<file path="src/rtl/btn_serial_deserializer_pkg.sv">
`default_nettype none
// ============================================================================
// Module   : btn_deser_pkg
// Purpose  : Shared types and helpers for the push-button serial deserializer.
//            - state_t : FSM state encoding (IDLE / COLLECT)
//            - cnt_w() : width of the bit counter for a given word width
// Revision : 1.0 - initial release
// ============================================================================
package btn_deser_pkg;

  typedef enum logic [0:0] {
    IDLE    = 1'b0,
    COLLECT = 1'b1
  } state_t;

  // Counter must be able to hold values 0..WIDTH.
  function automatic int cnt_w(input int width);
    return $clog2(width + 1);
  endfunction

endpackage : btn_deser_pkg
`default_nettype wire

</file>
<file path="src/rtl/btn_serial_deserializer_if.sv">
`default_nettype none
// ============================================================================
// Module   : btn_serial_deserializer_if
// Purpose  : Output-side bundle of the button deserializer.
//   data_out  [WIDTH]  last completed word
//   out_valid          data_out holds an unconsumed word
//   out_ready          consumer accepts data_out
//   word_done          one-cycle pulse per completed word
//   bit_count [CW]     bits keyed into the current partial word
//   busy               deserializer is collecting a word
//   overrun            sticky: a completed word was dropped
//   Modports: master = deserializer side, slave = consumer side.
// Revision : 1.0 - initial release
// ============================================================================
interface btn_serial_deserializer_if #(
  parameter int WIDTH = 4
);
  import btn_deser_pkg::*;

  localparam int CW = cnt_w(WIDTH);

  logic [WIDTH-1:0] data_out;
  logic             out_valid;
  logic             out_ready;
  logic             word_done;
  logic [CW-1:0]    bit_count;
  logic             busy;
  logic             overrun;

  modport master (
    output data_out, out_valid, word_done, bit_count, busy, overrun,
    input  out_ready
  );

  modport slave (
    input  data_out, out_valid, word_done, bit_count, busy, overrun,
    output out_ready
  );

endinterface : btn_serial_deserializer_if
`default_nettype wire

</file>
<file path="src/rtl/btn_sync_edge.sv">
`default_nettype none
// ============================================================================
// Module   : btn_sync_edge
// Purpose  : Synchronises an asynchronous button level into clk and emits a
//            one-cycle pulse on the chosen transition of the synced level.
//   clk, rst_n : clock, asynchronous active-low reset
//   din        : raw asynchronous button level
//   pulse      : one-cycle press event
//   POLARITY   : 1 = rising edge is a press, 0 = falling edge is a press
// Revision : 1.0 - initial release
// ============================================================================
module btn_sync_edge #(
  parameter int SYNC_STAGES = 2,
  parameter bit POLARITY    = 1'b1
) (
  input  wire logic clk,
  input  wire logic rst_n,
  input  wire logic din,
  output logic      pulse
);

  logic [SYNC_STAGES-1:0] sync_q;
  logic                   prev_q;
  logic                   synced;

  assign synced = sync_q[SYNC_STAGES-1];

  always_ff @(posedge clk or negedge rst_n) begin
    if (!rst_n) begin
      sync_q <= '0;
      prev_q <= 1'b0;
    end else begin
      sync_q <= {sync_q[SYNC_STAGES-2:0], din};
      prev_q <= synced;
    end
  end

  // Flops clear to 0, so the idle-high start line rising out of reset is a
  // 0->1 transition and never looks like a falling-edge press.
  generate
    if (POLARITY) begin : g_rise
      assign pulse = synced & ~prev_q;
    end else begin : g_fall
      assign pulse = ~synced & prev_q;
    end
  endgenerate

endmodule : btn_sync_edge
`default_nettype wire

</file>
<file path="src/rtl/btn_serial_deserializer.sv">
`default_nettype none
// ============================================================================
// Module   : btn_serial_deserializer
// Purpose  : Collects a WIDTH-bit word keyed one bit per press on two buttons
//            ("one"/"zero") after an active-low start press, and offers it to
//            a consumer through a valid/ready handshake.
//   clk, rst_n        : clock, asynchronous active-low reset
//   start_n           : start button (active low, asynchronous)
//   btn_one, btn_zero : bit entry buttons (active high, asynchronous)
//   bus (master)      : data_out/out_valid/out_ready/word_done/bit_count/
//                       busy/overrun
// Revision : 1.0 - initial release
// ============================================================================
module btn_serial_deserializer
  import btn_deser_pkg::*;
#(
  parameter int WIDTH       = 4,
  parameter bit MSB_FIRST   = 1'b1,
  parameter bit CONTINUOUS  = 1'b0,
  parameter int SYNC_STAGES = 2
) (
  input  wire logic                  clk,
  input  wire logic                  rst_n,
  input  wire logic                  start_n,
  input  wire logic                  btn_one,
  input  wire logic                  btn_zero,
  btn_serial_deserializer_if.master  bus
);

  localparam int            CW   = cnt_w(WIDTH);
  localparam logic [CW-1:0] LAST = CW'(WIDTH - 1);

  logic ev_start, ev_one, ev_zero;

  btn_sync_edge #(.SYNC_STAGES(SYNC_STAGES), .POLARITY(1'b0)) u_sync_start (
    .clk(clk), .rst_n(rst_n), .din(start_n), .pulse(ev_start)
  );
  btn_sync_edge #(.SYNC_STAGES(SYNC_STAGES), .POLARITY(1'b1)) u_sync_one (
    .clk(clk), .rst_n(rst_n), .din(btn_one), .pulse(ev_one)
  );
  btn_sync_edge #(.SYNC_STAGES(SYNC_STAGES), .POLARITY(1'b1)) u_sync_zero (
    .clk(clk), .rst_n(rst_n), .din(btn_zero), .pulse(ev_zero)
  );

  state_t           state_q, state_d;
  logic [WIDTH-1:0] sr_q, sr_d, shifted;
  logic [CW-1:0]    cnt_q, cnt_d;
  logic [WIDTH-1:0] data_q, data_d;
  logic             valid_q, valid_d;
  logic             ovr_q, ovr_d;
  logic             done_q, done_d;
  logic             bit_ev;

  // Simultaneous one/zero events are ambiguous and dropped; ev_one is the bit.
  assign bit_ev = ev_one ^ ev_zero;

  generate
    if (MSB_FIRST) begin : g_msb_first
      assign shifted = {sr_q[WIDTH-2:0], ev_one};
    end else begin : g_lsb_first
      assign shifted = {ev_one, sr_q[WIDTH-1:1]};
    end
  endgenerate

  always_ff @(posedge clk or negedge rst_n) begin
    if (!rst_n) begin
      state_q <= IDLE;
      sr_q    <= '0;
      cnt_q   <= '0;
      data_q  <= '0;
      valid_q <= 1'b0;
      ovr_q   <= 1'b0;
      done_q  <= 1'b0;
    end else begin
      state_q <= state_d;
      sr_q    <= sr_d;
      cnt_q   <= cnt_d;
      data_q  <= data_d;
      valid_q <= valid_d;
      ovr_q   <= ovr_d;
      done_q  <= done_d;
    end
  end

  always_comb begin
    state_d = state_q;
    sr_d    = sr_q;
    cnt_d   = cnt_q;
    data_d  = data_q;
    valid_d = valid_q;
    ovr_d   = ovr_q;
    done_d  = 1'b0;

    // Handshake; a completion below may set valid again at the same edge.
    if (valid_q && bus.out_ready) begin
      valid_d = 1'b0;
    end

    unique case (state_q)
      IDLE: begin
        if (ev_start) begin
          state_d = COLLECT;
          sr_d    = '0;
          cnt_d   = '0;
          ovr_d   = 1'b0;
        end
      end
      COLLECT: begin
        // Start has priority: a restart discards any bit event this cycle.
        if (ev_start) begin
          sr_d  = '0;
          cnt_d = '0;
        end else if (bit_ev) begin
          if (cnt_q == LAST) begin
            sr_d   = '0;
            cnt_d  = '0;
            done_d = 1'b1;
            if (!valid_q || bus.out_ready) begin
              data_d  = shifted;
              valid_d = 1'b1;
            end else begin
              ovr_d = 1'b1;
            end
            if (!CONTINUOUS) begin
              state_d = IDLE;
            end
          end else begin
            sr_d  = shifted;
            cnt_d = cnt_q + CW'(1);
          end
        end
      end
      default: state_d = IDLE;
    endcase
  end

  assign bus.data_out  = data_q;
  assign bus.out_valid = valid_q;
  assign bus.word_done = done_q;
  assign bus.bit_count = cnt_q;
  assign bus.busy      = (state_q == COLLECT);
  assign bus.overrun   = ovr_q;

endmodule : btn_serial_deserializer
`default_nettype wire

</file>
<file path="src/flat_wrapper.sv">
// flat-port wrapper written by rule: the top's interface ports become plain ports
module btn_serial_deserializer_flat import btn_deser_pkg::*;
#(
  parameter int WIDTH       = 4,
  parameter bit MSB_FIRST   = 1'b1,
  parameter bit CONTINUOUS  = 1'b0,
  parameter int SYNC_STAGES = 2
)
  (clk, rst_n, start_n, btn_one, btn_zero, bus_data_out, bus_out_valid, bus_word_done, bus_bit_count, bus_busy, bus_overrun, bus_out_ready);
  btn_serial_deserializer_if #(.WIDTH(WIDTH)) bus_i ();
  input  wire logic clk;
  input  wire logic rst_n;
  input  wire logic start_n;
  input  wire logic btn_one;
  input  wire logic btn_zero;
  output wire logic [$bits(bus_i.data_out)-1:0] bus_data_out;
  output wire logic [$bits(bus_i.out_valid)-1:0] bus_out_valid;
  output wire logic [$bits(bus_i.word_done)-1:0] bus_word_done;
  output wire logic [$bits(bus_i.bit_count)-1:0] bus_bit_count;
  output wire logic [$bits(bus_i.busy)-1:0] bus_busy;
  output wire logic [$bits(bus_i.overrun)-1:0] bus_overrun;
  input wire logic [$bits(bus_i.out_ready)-1:0] bus_out_ready;
  assign bus_data_out = bus_i.data_out;
  assign bus_out_valid = bus_i.out_valid;
  assign bus_word_done = bus_i.word_done;
  assign bus_bit_count = bus_i.bit_count;
  assign bus_busy = bus_i.busy;
  assign bus_overrun = bus_i.overrun;
  assign bus_i.out_ready = bus_out_ready;
  btn_serial_deserializer #(.WIDTH(WIDTH), .MSB_FIRST(MSB_FIRST), .CONTINUOUS(CONTINUOUS), .SYNC_STAGES(SYNC_STAGES)) u_core (.clk(clk), .rst_n(rst_n), .start_n(start_n), .btn_one(btn_one), .btn_zero(btn_zero), .bus(bus_i));
endmodule
</file>
<file path="config.mk">
export PLATFORM = sky130hd
export DESIGN_NAME = btn_serial_deserializer_flat
export DESIGN_NICKNAME = d
export VERILOG_FILES = /design/src/rtl/btn_serial_deserializer_pkg.sv /design/src/rtl/btn_serial_deserializer_if.sv /design/src/rtl/btn_sync_edge.sv /design/src/rtl/btn_serial_deserializer.sv /design/src/flat_wrapper.sv
export SDC_FILE = /design/constraint.sdc
export NUM_CORES = 1
export LEC_CHECK = 0
export ABC_AREA = 1
export CAP_MARGIN = 5
export CORE_UTILIZATION = 35
export CTS_CLUSTER_SIZE = 12
export DETAILED_ROUTE_END_ITERATION = 10
export GPL_TIMING_DRIVEN = 1
export PLACE_DENSITY_LB_ADDON = 0.2
export RECOVER_POWER = 50
export SKIP_CTS_REPAIR_TIMING = 1
export SLEW_MARGIN = 5
export SYNTH_ARGS = -nofsm -noshare
export SYNTH_HDL_FRONTEND = slang
export SYNTH_HIERARCHICAL = 1
export SYNTH_SLANG_ARGS = --single-unit
</file>
<file path="constraint.sdc">
create_clock -name clk -period 2.6 [get_ports clk]
set_input_delay 0.52 -clock clk [delete_from_list [all_inputs] [get_ports clk]]
set_output_delay 0.52 -clock clk [all_outputs]
set_load 0.005 [all_outputs]
</file>
==> impl_results.md <==
- Status: finished, final reports clean
- Pre-CTS setup slack: a little under 1000 ps
- Slew headroom: 20.2%
- Global Route Usage Sum: between 10% and 20%
- Final Max Tran Viols: 0
- P_int: just under 600 µW
- WL final: 1480 µm
- Clk_skew: ~2.8 ps
- CP peak stage delay: between 500 and 600 ps
- Inserted Clock Buffers: 3
- Worst hold path class: reg2reg
- Sequential share of power: about 55%
- Tcrit/Tclk final: 71.2%
- Fin cells: approximately 140
- Cell Rows: 18
- Worst path arrival time: approximately 1300 ps
- Critical Path End Type: output port
- Final Hold Vio Count: 0
- Switching Share: between 20% and 30%
- Maxcap violations: 0
- Die ar.: 2870 µm²
- Worst-path clk slew: around 110 ps
- VDD IR max: ~0.33 mV
- WP depth: 1
- CTS H-tree depth: 1
- Final Wtd Congestion: ~0.7
- Startpoint Class: flip-flop
- Number of synthesized register bits: 23
- Worst R2R Path Depth: 6
- Post-route ant nets: 0
- Congestion Overflow GR: 0
- Drt pass-1 iters: 4
- TNS Setup: 0 ps
- Die W: between 50 and 60 µm
- Placeable Area: 2500 µm²
- Vias in the first global route: 603
- Core Util, Final: approximately 46%
- Largest net degree at the start of global routing: 24
- Fin crit period: ~1800 ps
- DRT iter0 DRCs: 7
- Crit-path cells: clkdlybuf4s50_1
- Final setup viols: 0
- Io pins: 17
- Distinct cells, synth: 18
- Syn_area_per_cell: 10.3 µm²
- Comb pwr share: around 27%
- FILL cells: ~250
- Clock sink total: 23
- Clk_lat worst skew: around 300 ps
- Final #Nets: 119
- Worst path slowest cell: clkdlybuf4s50_1
- TritonCTS clock tree: yes
- Initial antenna violation count: 0
- Warnings from Yosys: 6
- Clk pwr share: between 10% and 20%
- Worst-path maximum fanout: 6
- Net Switching: about 240 µW
- Cell leakage power: ~0.00058 µW
- Critical Path RT: ~2100 ps
- Initial core utilization: about 37%
- Wire per inst: ~11 µm
- DR vias: between 600 and 700
- Syn nets: 97
- Post-synthesis sequential area ratio: between 60% and 70%
- DP HPWL: 1130 µm
- Hold Path Depth: 0
- Worst-Margin Slew: about 1200 ps
- Top cell family by delay on the critical path: buffers and inverters
- Drt via density: about 4.5
- Setup CP Type: reg2out
- Synthesized area: a little over 900 µm²
- Port Buffer Count: 16
- Die H: about 54 µm
- Cells after synthesis: 90
- Clock root buffer: clkbuf_4
- Fraction of layout cells with a size suffix above 1: 15.3%
- Upper clock frequency limit: between 0.5 and 0.6 GHz
- Placed Cells incl. Taps: about 140
- Number of buffers and inverters on the critical path: 1
- # diodes: 0
- First-pass GRT wire length: roughly 2500 µm
- PnR worst setup slack: between 700 and 800 ps
- Max Buffers Root-to-Sink: 2
- RSZ-0062 raised after global routing: no
- # DRC: 0
- Pwr Density: 722 nW/µm²
- Area grow syn2layout: 24.5%
[power groups by stage]
stage | sequential (µW) | combinational [µW] | clock, µW
finish | 456 | 225 | 155
global route | 465 | 253 | 182
CTS | 457 | 230 | 169
detailed placement | 463 | 229 | 0
global placement | 463 | 226 | 0
floorplan | 461 | 107 | 0
[per-layer routing]
layer	GRT usage, %	wire, µm	vias up	part of all wire, %
met5	0	0	-	0
met2	19.6	622	12	42
li1	-	-	325	-
met1	16.8	790	294	53
met3	2.54	53	2	3.6
met4	6.58	15	0	1.0
[cell families (layout without fill, tap and decap cells)]
| group | count (synthesis) | count (layout) | share of synthesized area, % |
|---|---|---|---|
| buffers and inverters | 14 | 35 | 5.79 |
| adder cells (fa/ha/maj) | 1 | 1 | 1.35 |
| AND/OR/NAND/NOR | 49 | 49 | 28.9 |
| AO/OA/AOI/OAI | 3 | 3 | 2.02 |
| flip-flops | 23 | 23 | 61.9 |
[synth_stat cells, drive strengths merged]
library cell / n / area share [%]
clkinv: 1 / 0.54
or2: 1 / 0.67
o21ai: 2 / 1.1
nand4: 5 / 4.0
nor2: 5 / 3.6
ha: 1 / 1.3
inv: 13 / 5.2
nand2: 33 / 15
dfrtp: 23 / 62
nor3: 2 / 3.5
nand3: 3 / 1.6
a21oi: 1 / 0.94
[worst paths after layout]
| check | startpoint | endpoint | slack [ps] |
|---|---|---|---|
| min reg2reg | u_core/u_sync_start/sync_q[0] | u_core/u_sync_start/sync_q[1] | 360 |
| max | u_core/bus.busy | bus_busy | 750 |
| max reg2reg | u_core/bus.bit_count[0] | u_core/bus.data_out[3] | 1270 |
| min in group asynchronous | rst_n | u_core/u_sync_start/prev_q | 970 |
| min | u_core/u_sync_start/sync_q[0] | u_core/u_sync_start/sync_q[1] | 360 |
| max in group asynchronous | rst_n | u_core/sr_q[1] | 920 |
[cell type report]
type,instances,area (µm²),share of cell area (%)
Sequential cell,23,576,49.7
Timing Repair Buffer,17,164,14.2
Inverter,14,53.8,4.65
Tap cell,30,37.5,3.24
Multi-Input combinational cell,53,300,25.9
Clock buffer,4,26.3,2.27
[through the flow]
step	total power, µW	instance area [µm²]	hold WS, ps
after floorplan	568	930	224
after global placement	688	1130	334
after detailed placement	692	1130	340
after CTS	856	1160	369
after global routing	900	1160	375
final	836	1160	364
[registers in the layout, summed over array words and instances, names as in the netlist, 2 cells and up]
signal                      cells
u_core/u_sync_start/sync_q      2
u_core/sr_q                     3
u_core/u_sync_one/sync_q        2
u_core/bus.data_out             4
u_core/bus.bit_count            3
u_core/u_sync_zero/sync_q       2
[placed cells by master, fill, tap and decap left out]
cell type        count
a21oi_2              1
clkbuf_1             2
clkbuf_4             3
clkdlybuf4s50_1     12
clkinv_2             1
dfrtp_1             23
dlygate4sd3_1        4
ha_1                 1
inv_1               12
inv_2                1
nand2_1             29
nand2_2              2
nand2_4              2
nand3_1              3
nand4_1              4
nand4_2              1
nor2_1               1
nor2_2               3
nor2_4               1
nor3_4               2
o21ai_0              2
or2_1                1
Note: power is estimated with default switching activity, not from simulation.
